==> src/rtl/decoder_pipe_nto2n.sv <==
// Pipelined N-to-2^N decoder with valid/ready handshakes.
// Emits one-hot, thermometer, active-low one-hot or a one-hot scan sequence.
module decoder_pipe_nto2n #(
    parameter int SEL_W = 4,
    parameter int OUT_W = 16
) (
    input  logic             clk,
    input  logic             rst,
    input  logic             in_valid,
    output logic             in_ready,
    input  logic [SEL_W-1:0] in_sel,
    input  logic [1:0]       in_mode,
    output logic             out_valid,
    input  logic             out_ready,
    output logic [OUT_W-1:0] out_y,
    output logic             out_err,
    output logic             out_last
);

    localparam int CW = SEL_W + 1;
    localparam logic [CW-1:0]    LAST_K  = CW'(OUT_W - 1);
    localparam logic [CW-1:0]    LIMIT   = CW'(OUT_W);
    localparam logic [SEL_W-1:0] MAX_IDX = SEL_W'(OUT_W - 1);

    typedef enum logic {
        S_IDLE,
        S_SCAN
    } state_t;

    state_t             state_q, state_d;
    logic [SEL_W-1:0]   idx_q, idx_d;
    logic [CW-1:0]      cnt_q, cnt_d;
    logic               valid_q, valid_d;
    logic [OUT_W-1:0]   y_q, y_d;
    logic               err_q, err_d;
    logic               last_q, last_d;
    logic               in_range;
    logic               accept;
    logic               xfer;

    function automatic logic [OUT_W-1:0] onehot(input logic [SEL_W-1:0] s);
        logic [OUT_W-1:0] y;
        y = '0;
        for (int i = 0; i < OUT_W; i++) begin
            y[i] = (s == SEL_W'(i));
        end
        return y;
    endfunction

    function automatic logic [OUT_W-1:0] thermo(input logic [SEL_W-1:0] s);
        logic [OUT_W-1:0] y;
        y = '0;
        for (int i = 0; i < OUT_W; i++) begin
            y[i] = ({1'b0, s} >= CW'(i));
        end
        return y;
    endfunction

    assign in_range  = {1'b0, in_sel} < LIMIT;
    assign in_ready  = !rst && (state_q == S_IDLE) && (!valid_q || out_ready);
    assign accept    = in_valid && in_ready;
    assign xfer      = valid_q && out_ready;

    assign out_valid = valid_q;
    assign out_y     = y_q;
    assign out_err   = err_q;
    assign out_last  = last_q;

    // The last scan word is loaded with the FSM back in IDLE, so its
    // transfer and the next accept can share a cycle.
    always_comb begin
        state_d = state_q;
        idx_d   = idx_q;
        cnt_d   = cnt_q;
        valid_d = valid_q;
        y_d     = y_q;
        err_d   = err_q;
        last_d  = last_q;
        unique case (state_q)
            S_IDLE: begin
                if (accept) begin
                    valid_d = 1'b1;
                    err_d   = !in_range;
                    last_d  = 1'b1;
                    idx_d   = in_sel;
                    cnt_d   = '0;
                    if (!in_range) begin
                        y_d = '0;
                    end else begin
                        unique case (in_mode)
                            2'b00: y_d = onehot(in_sel);
                            2'b01: y_d = thermo(in_sel);
                            2'b10: y_d = ~onehot(in_sel);
                            2'b11: begin
                                y_d     = onehot(in_sel);
                                last_d  = 1'b0;
                                state_d = S_SCAN;
                            end
                        endcase
                    end
                end else if (xfer) begin
                    valid_d = 1'b0;
                end
            end
            S_SCAN: begin
                if (xfer) begin
                    idx_d  = (idx_q == MAX_IDX) ? '0 : idx_q + 1'b1;
                    cnt_d  = cnt_q + CW'(1);
                    y_d    = onehot(idx_d);
                    last_d = (cnt_d == LAST_K);
                    if (last_d) begin
                        state_d = S_IDLE;
                    end
                end
            end
        endcase
    end

    always_ff @(posedge clk) begin
        if (rst) begin
            state_q <= S_IDLE;
            idx_q   <= '0;
            cnt_q   <= '0;
            valid_q <= 1'b0;
            y_q     <= '0;
            err_q   <= 1'b0;
            last_q  <= 1'b0;
        end else begin
            state_q <= state_d;
            idx_q   <= idx_d;
            cnt_q   <= cnt_d;
            valid_q <= valid_d;
            y_q     <= y_d;
            err_q   <= err_d;
            last_q  <= last_d;
        end
    end

endmodule
==> config.mk <==
export PLATFORM = sky130hd
export DESIGN_NAME = decoder_pipe_nto2n
export DESIGN_NICKNAME = d
export VERILOG_FILES = /design/src/rtl/decoder_pipe_nto2n.sv
export SDC_FILE = /design/constraint.sdc
export NUM_CORES = 1
export LEC_CHECK = 0
export ABC_AREA = 1
export CELL_PAD_IN_SITES_DETAIL_PLACEMENT = 1
export CELL_PAD_IN_SITES_GLOBAL_PLACEMENT = 1
export CORE_AREA = 10 10 87 89
export DETAILED_ROUTE_END_ITERATION = 10
export DIE_AREA = 0 0 97 99
export GPL_ROUTABILITY_DRIVEN = 0
export PLACE_DENSITY = 0.9
export REMOVE_ABC_BUFFERS = 1
export SYNTH_ARGS = -nofsm -noshare
export SYNTH_HDL_FRONTEND = slang
export SYNTH_SLANG_ARGS = --single-unit
==> constraint.sdc <==
create_clock -name clk -period 1.7 [get_ports clk]
set_input_delay 0.255 -clock clk [delete_from_list [all_inputs] [get_ports clk]]
set_output_delay 0.255 -clock clk [all_outputs]
set_load 0.005 [all_outputs]
==> flow_results.org <==
** Outcome
- The run finished with clean final reports.

** Final layout
- The repair_antennas step left the layout with diodes totalling 0.
- Leaving out fill and tap cells, the most frequent cell in the layout is sky130_fd_sc_hd__nand2_1.
- At the end of the flow, the number of nets in the layout was 425.
- The filler cells instantiated in the layout total 809.
- Growth of design area from synthesis to finish :: 29.9%
- Commonest cells after routing, fill and taps aside :: sky130_fd_sc_hd__nand2_1, sky130_fd_sc_hd__inv_1, sky130_fd_sc_hd__nand3_1
- Final std cells w/o fill :: 480
- In the final layout, the share of cells above drive strength 1 is 0.163.
- Post-route cell area :: 2790 um2

** STA
- Time the final worst path needs with I/O delays and setup :: 1.57 ns
- The max-slew violation count is 0.
- Setup violations remaining at the end of the flow were counted as 0.
- Dividing the final minimum period by the clock period gives 0.924.
- RSZ-0062 raised after global routing :: false
- Summed over all failing endpoints, the final setup total negative slack is 0 ns.
- Across the routed clock network, the largest skew measured is 0.00578 ns.
- Hold violation total from the final report :: 0
- Based on the critical path, the design can be clocked at up to 637 MHz.
- Setup slack on the critical path of the routed design comes to 0.129 ns.

** Worst setup path
- At the worst endpoint, the arrival time is 1.80 ns.
- Startpoint kind of the worst setup timing path :: input pin
- Data required, critical path :: 1.93 ns
- Maximum fanout along the worst path :: 8
- Path type of the worst setup path :: in2reg
- Endpoint class of the critical path :: register

** Route
- The routed layout has 2519 vias.
- Starting DRT DRC Count :: 95
- Post-DR vias/cell :: 5.25
- The count of nets left with antenna violations once routing finished came out at 0.
- Total Wirelength :: 7530 um
- First-pass detailed-route iteration total :: 4
- In the final routed layout, each cell accounts on average for 15.7 um.
- For this run, design rule violations remaining after detail routing come to 0.

** Clocking
- Clk root buf :: sky130_fd_sc_hd__clkbuf_8
- Clock net sink count :: 28
- Number of buffers added by the clock tree synthesis step :: 3
- CTS built an H-tree with a depth of 1.
- Clock latency on the worst-skew pair, taken at its later pin, is 0.28 ns.
- Clock transition at path regs :: 0.10 ns
- Clock tree from TritonCTS :: yes
- Counting along the longest clock path gives a buffer depth of 2.

** Power
- Total power for the finished layout comes to 1.66 mW.
- Power per Cell Area :: 596 nW/um2
- Worst ir drop on vdd :: 0.000387 V
- Leakage Power :: 1.41 nW

** Floorplan
- Top-level port count :: 30
- The floorplan step set the die height to 99 um.
- Number of rows created at floorplan :: 28
- The die covers 9600 um2.
- For this configuration, the core starts out at a cell density of 0.367.
- The die is 97 um wide.
- In this run the standard cell core region covers 5850 um2.

** Placed design
- OpenSTA, run right after detailed placement, puts the worst setup slack at -0.372 ns.
- Number of input and output port buffers inserted :: 28
- Summed over all nets, the half-perimeter wirelength after detailed placement is 6080 um.
- Placed instance area :: 2720 um2
- In this run, placement finished with an instance count of 476.

** GRT
- Entering global routing, the biggest net connects 18 pins.
- Antenna violations before repair :: 0
- Total track usage :: 0.158
- Overflow left after global routing :: 0
- The first global-routing pass estimated 13000 um of wire.
- Number of global-route vias before repair :: 2758

** Logic synthesis
- Post-synthesis cell type count :: 35
- After synthesis, the largest family of logic cells by area is simple AND/OR/NAND/NOR gates.
- Of the total synthesized cell area, the portion taken by full adders, half adders and majority gates is 0.0524.
- Sequential-to-total area share from yosys stat :: 0.261
- Of the total synthesized cell area, the portion taken by AND, OR, NAND and NOR gates is 0.372.
- Measured against the total synthesized area, the mux share comes to 0.
- Counting every instance in the synthesized netlist gives 349.
- Counting flops and latches in the post-synthesis netlist gives 28.
- Mean instance size in the synthesized netlist :: 6.16 um2
- Compound-Gate Fraction of Synth Area :: 0.151
- Yosys printed 0 warnings.
- Xor and xnor area share after synthesis :: 0.0122
- Cell area after synthesis :: 2150 um2

** Job
- The tool flagged a number of max-cap violations equal to 0.

** Hold path
- The worst hold path belongs to the class reg2reg.
path summary, 6_finish.rpt:
check / slack (ns) / cells past startpoint / start / end
min: 0.51 / 2 / cnt_q[1] / cnt_q[1]
min reg2reg: 0.51 / 2 / cnt_q[1] / cnt_q[1]
max reg2reg: 0.19 / 9 / idx_q[0] / out_y[7]
max: 0.13 / 11 / in_mode[1] / out_y[6]
sequential cells by signal, indices dropped and copies added, names as in the netlist:
signal / flops
idx_q: 4
cnt_q: 5
out_last: 1
out_y: 16
state_q: 1
out_valid: 1
stage by stage:
step / hold WS, ns / utilization
after CTS: 0.517 / 0.474
after global placement: 0.465 / 0.465
after detailed placement: 0.504 / 0.465
after global routing: 0.546 / 0.477
final: 0.515 / 0.477
after floorplan: 0.317 / -
worst max-delay path, stage by stage:
cell	delay (ns)
sky130_fd_sc_hd__clkdlybuf4s50_1	0.47
sky130_fd_sc_hd__inv_1	0.13
sky130_fd_sc_hd__ha_4	0.20
sky130_fd_sc_hd__inv_2	0.10
sky130_fd_sc_hd__nor2_1	0.16
sky130_fd_sc_hd__inv_1	0.10
sky130_fd_sc_hd__o21ai_1	0.14
sky130_fd_sc_hd__inv_1	0.06
sky130_fd_sc_hd__nand3_1	0.09
sky130_fd_sc_hd__nand2_1	0.05
sky130_fd_sc_hd__inv_1	0.06
area by class of cell:
cell class | instances | area (um2) | area share
clock buffers | 4 | 55.1 | 0.0197
inverters | 60 | 225 | 0.0807
multi-input cells | 246 | 1280 | 0.459
flip-flops and latches | 28 | 561 | 0.201
well taps | 75 | 93.8 | 0.0336
repair buffers | 67 | 574 | 0.206
per-layer routing:
metal | part of all wire | global-route usage
met1 | 0.42 | 0.170
met2 | 0.52 | 0.298
met3 | 0.033 | 0.0300
met4 | 0.026 | 0.0568
met5 | 0 | 0
cell families (layout without fill, tap and decap cells):
family / count (synthesis) / count (layout)
compound gates: 61 / 61
xor+xnor: 3 / 3
fa+ha+maj: 9 / 9
buf+inv: 75 / 131
flops: 28 / 28
other cells: 1 / 1
simple gates: 172 / 172
Yosys cell counts:
cell type | n | area [um2]
sky130_fd_sc_hd__nand2_1 | 80 | 300
sky130_fd_sc_hd__inv_1 | 55 | 206
sky130_fd_sc_hd__nand3_1 | 49 | 245
sky130_fd_sc_hd__dfxtp_1 | 28 | 561
sky130_fd_sc_hd__o21ai_0 | 24 | 120
sky130_fd_sc_hd__o21ai_1 | 17 | 85.1
sky130_fd_sc_hd__nor2_1 | 16 | 60.1
sky130_fd_sc_hd__a21oi_1 | 12 | 60.1
sky130_fd_sc_hd__ha_1 | 9 | 113
sky130_fd_sc_hd__nand4_1 | 8 | 50.1
sky130_fd_sc_hd__buf_2 | 5 | 25.0
sky130_fd_sc_hd__inv_2 | 5 | 18.8
sky130_fd_sc_hd__a31oi_1 | 3 | 18.8
sky130_fd_sc_hd__buf_4 | 3 | 22.5
sky130_fd_sc_hd__buf_6 | 3 | 33.8
sky130_fd_sc_hd__clkbuf_1 | 3 | 11.3
sky130_fd_sc_hd__nand3_2 | 3 | 30.0
sky130_fd_sc_hd__nand3b_1 | 3 | 22.5
sky130_fd_sc_hd__nor2_2 | 3 | 18.8
sky130_fd_sc_hd__or2_2 | 3 | 18.8
sky130_fd_sc_hd__nand2_2 | 2 | 12.5
sky130_fd_sc_hd__xnor2_1 | 2 | 17.5
sky130_fd_sc_hd__a211oi_1 | 1 | 7.51
sky130_fd_sc_hd__a21oi_2 | 1 | 8.76
sky130_fd_sc_hd__and2_1 | 1 | 6.26
sky130_fd_sc_hd__buf_1 | 1 | 3.75
sky130_fd_sc_hd__conb_1 | 1 | 3.75
sky130_fd_sc_hd__nand2_4 | 1 | 11.3
sky130_fd_sc_hd__nor2_4 | 1 | 11.3
sky130_fd_sc_hd__nor3_1 | 1 | 5.00
sky130_fd_sc_hd__nor3b_1 | 1 | 7.51
sky130_fd_sc_hd__o2111ai_1 | 1 | 8.76
sky130_fd_sc_hd__o211ai_1 | 1 | 7.51
sky130_fd_sc_hd__o21bai_1 | 1 | 7.51
sky130_fd_sc_hd__xor2_1 | 1 | 8.76
power by group:
part / internal [mW] / switching, mW / leakage, nW
clock: 0.208 / 0.223 / 0.0288
sequential: 0.696 / 0.0281 / 0.229
combinational: 0.227 / 0.281 / 1.15
timing repair:
action	4_1_cts	5_1_grt
resized for setup	3	5
endpoints found under the setup margin	3	13
hold buffers	0	0
buffers inserted	0	0
Note: power is estimated with default switching activity, not from simulation.
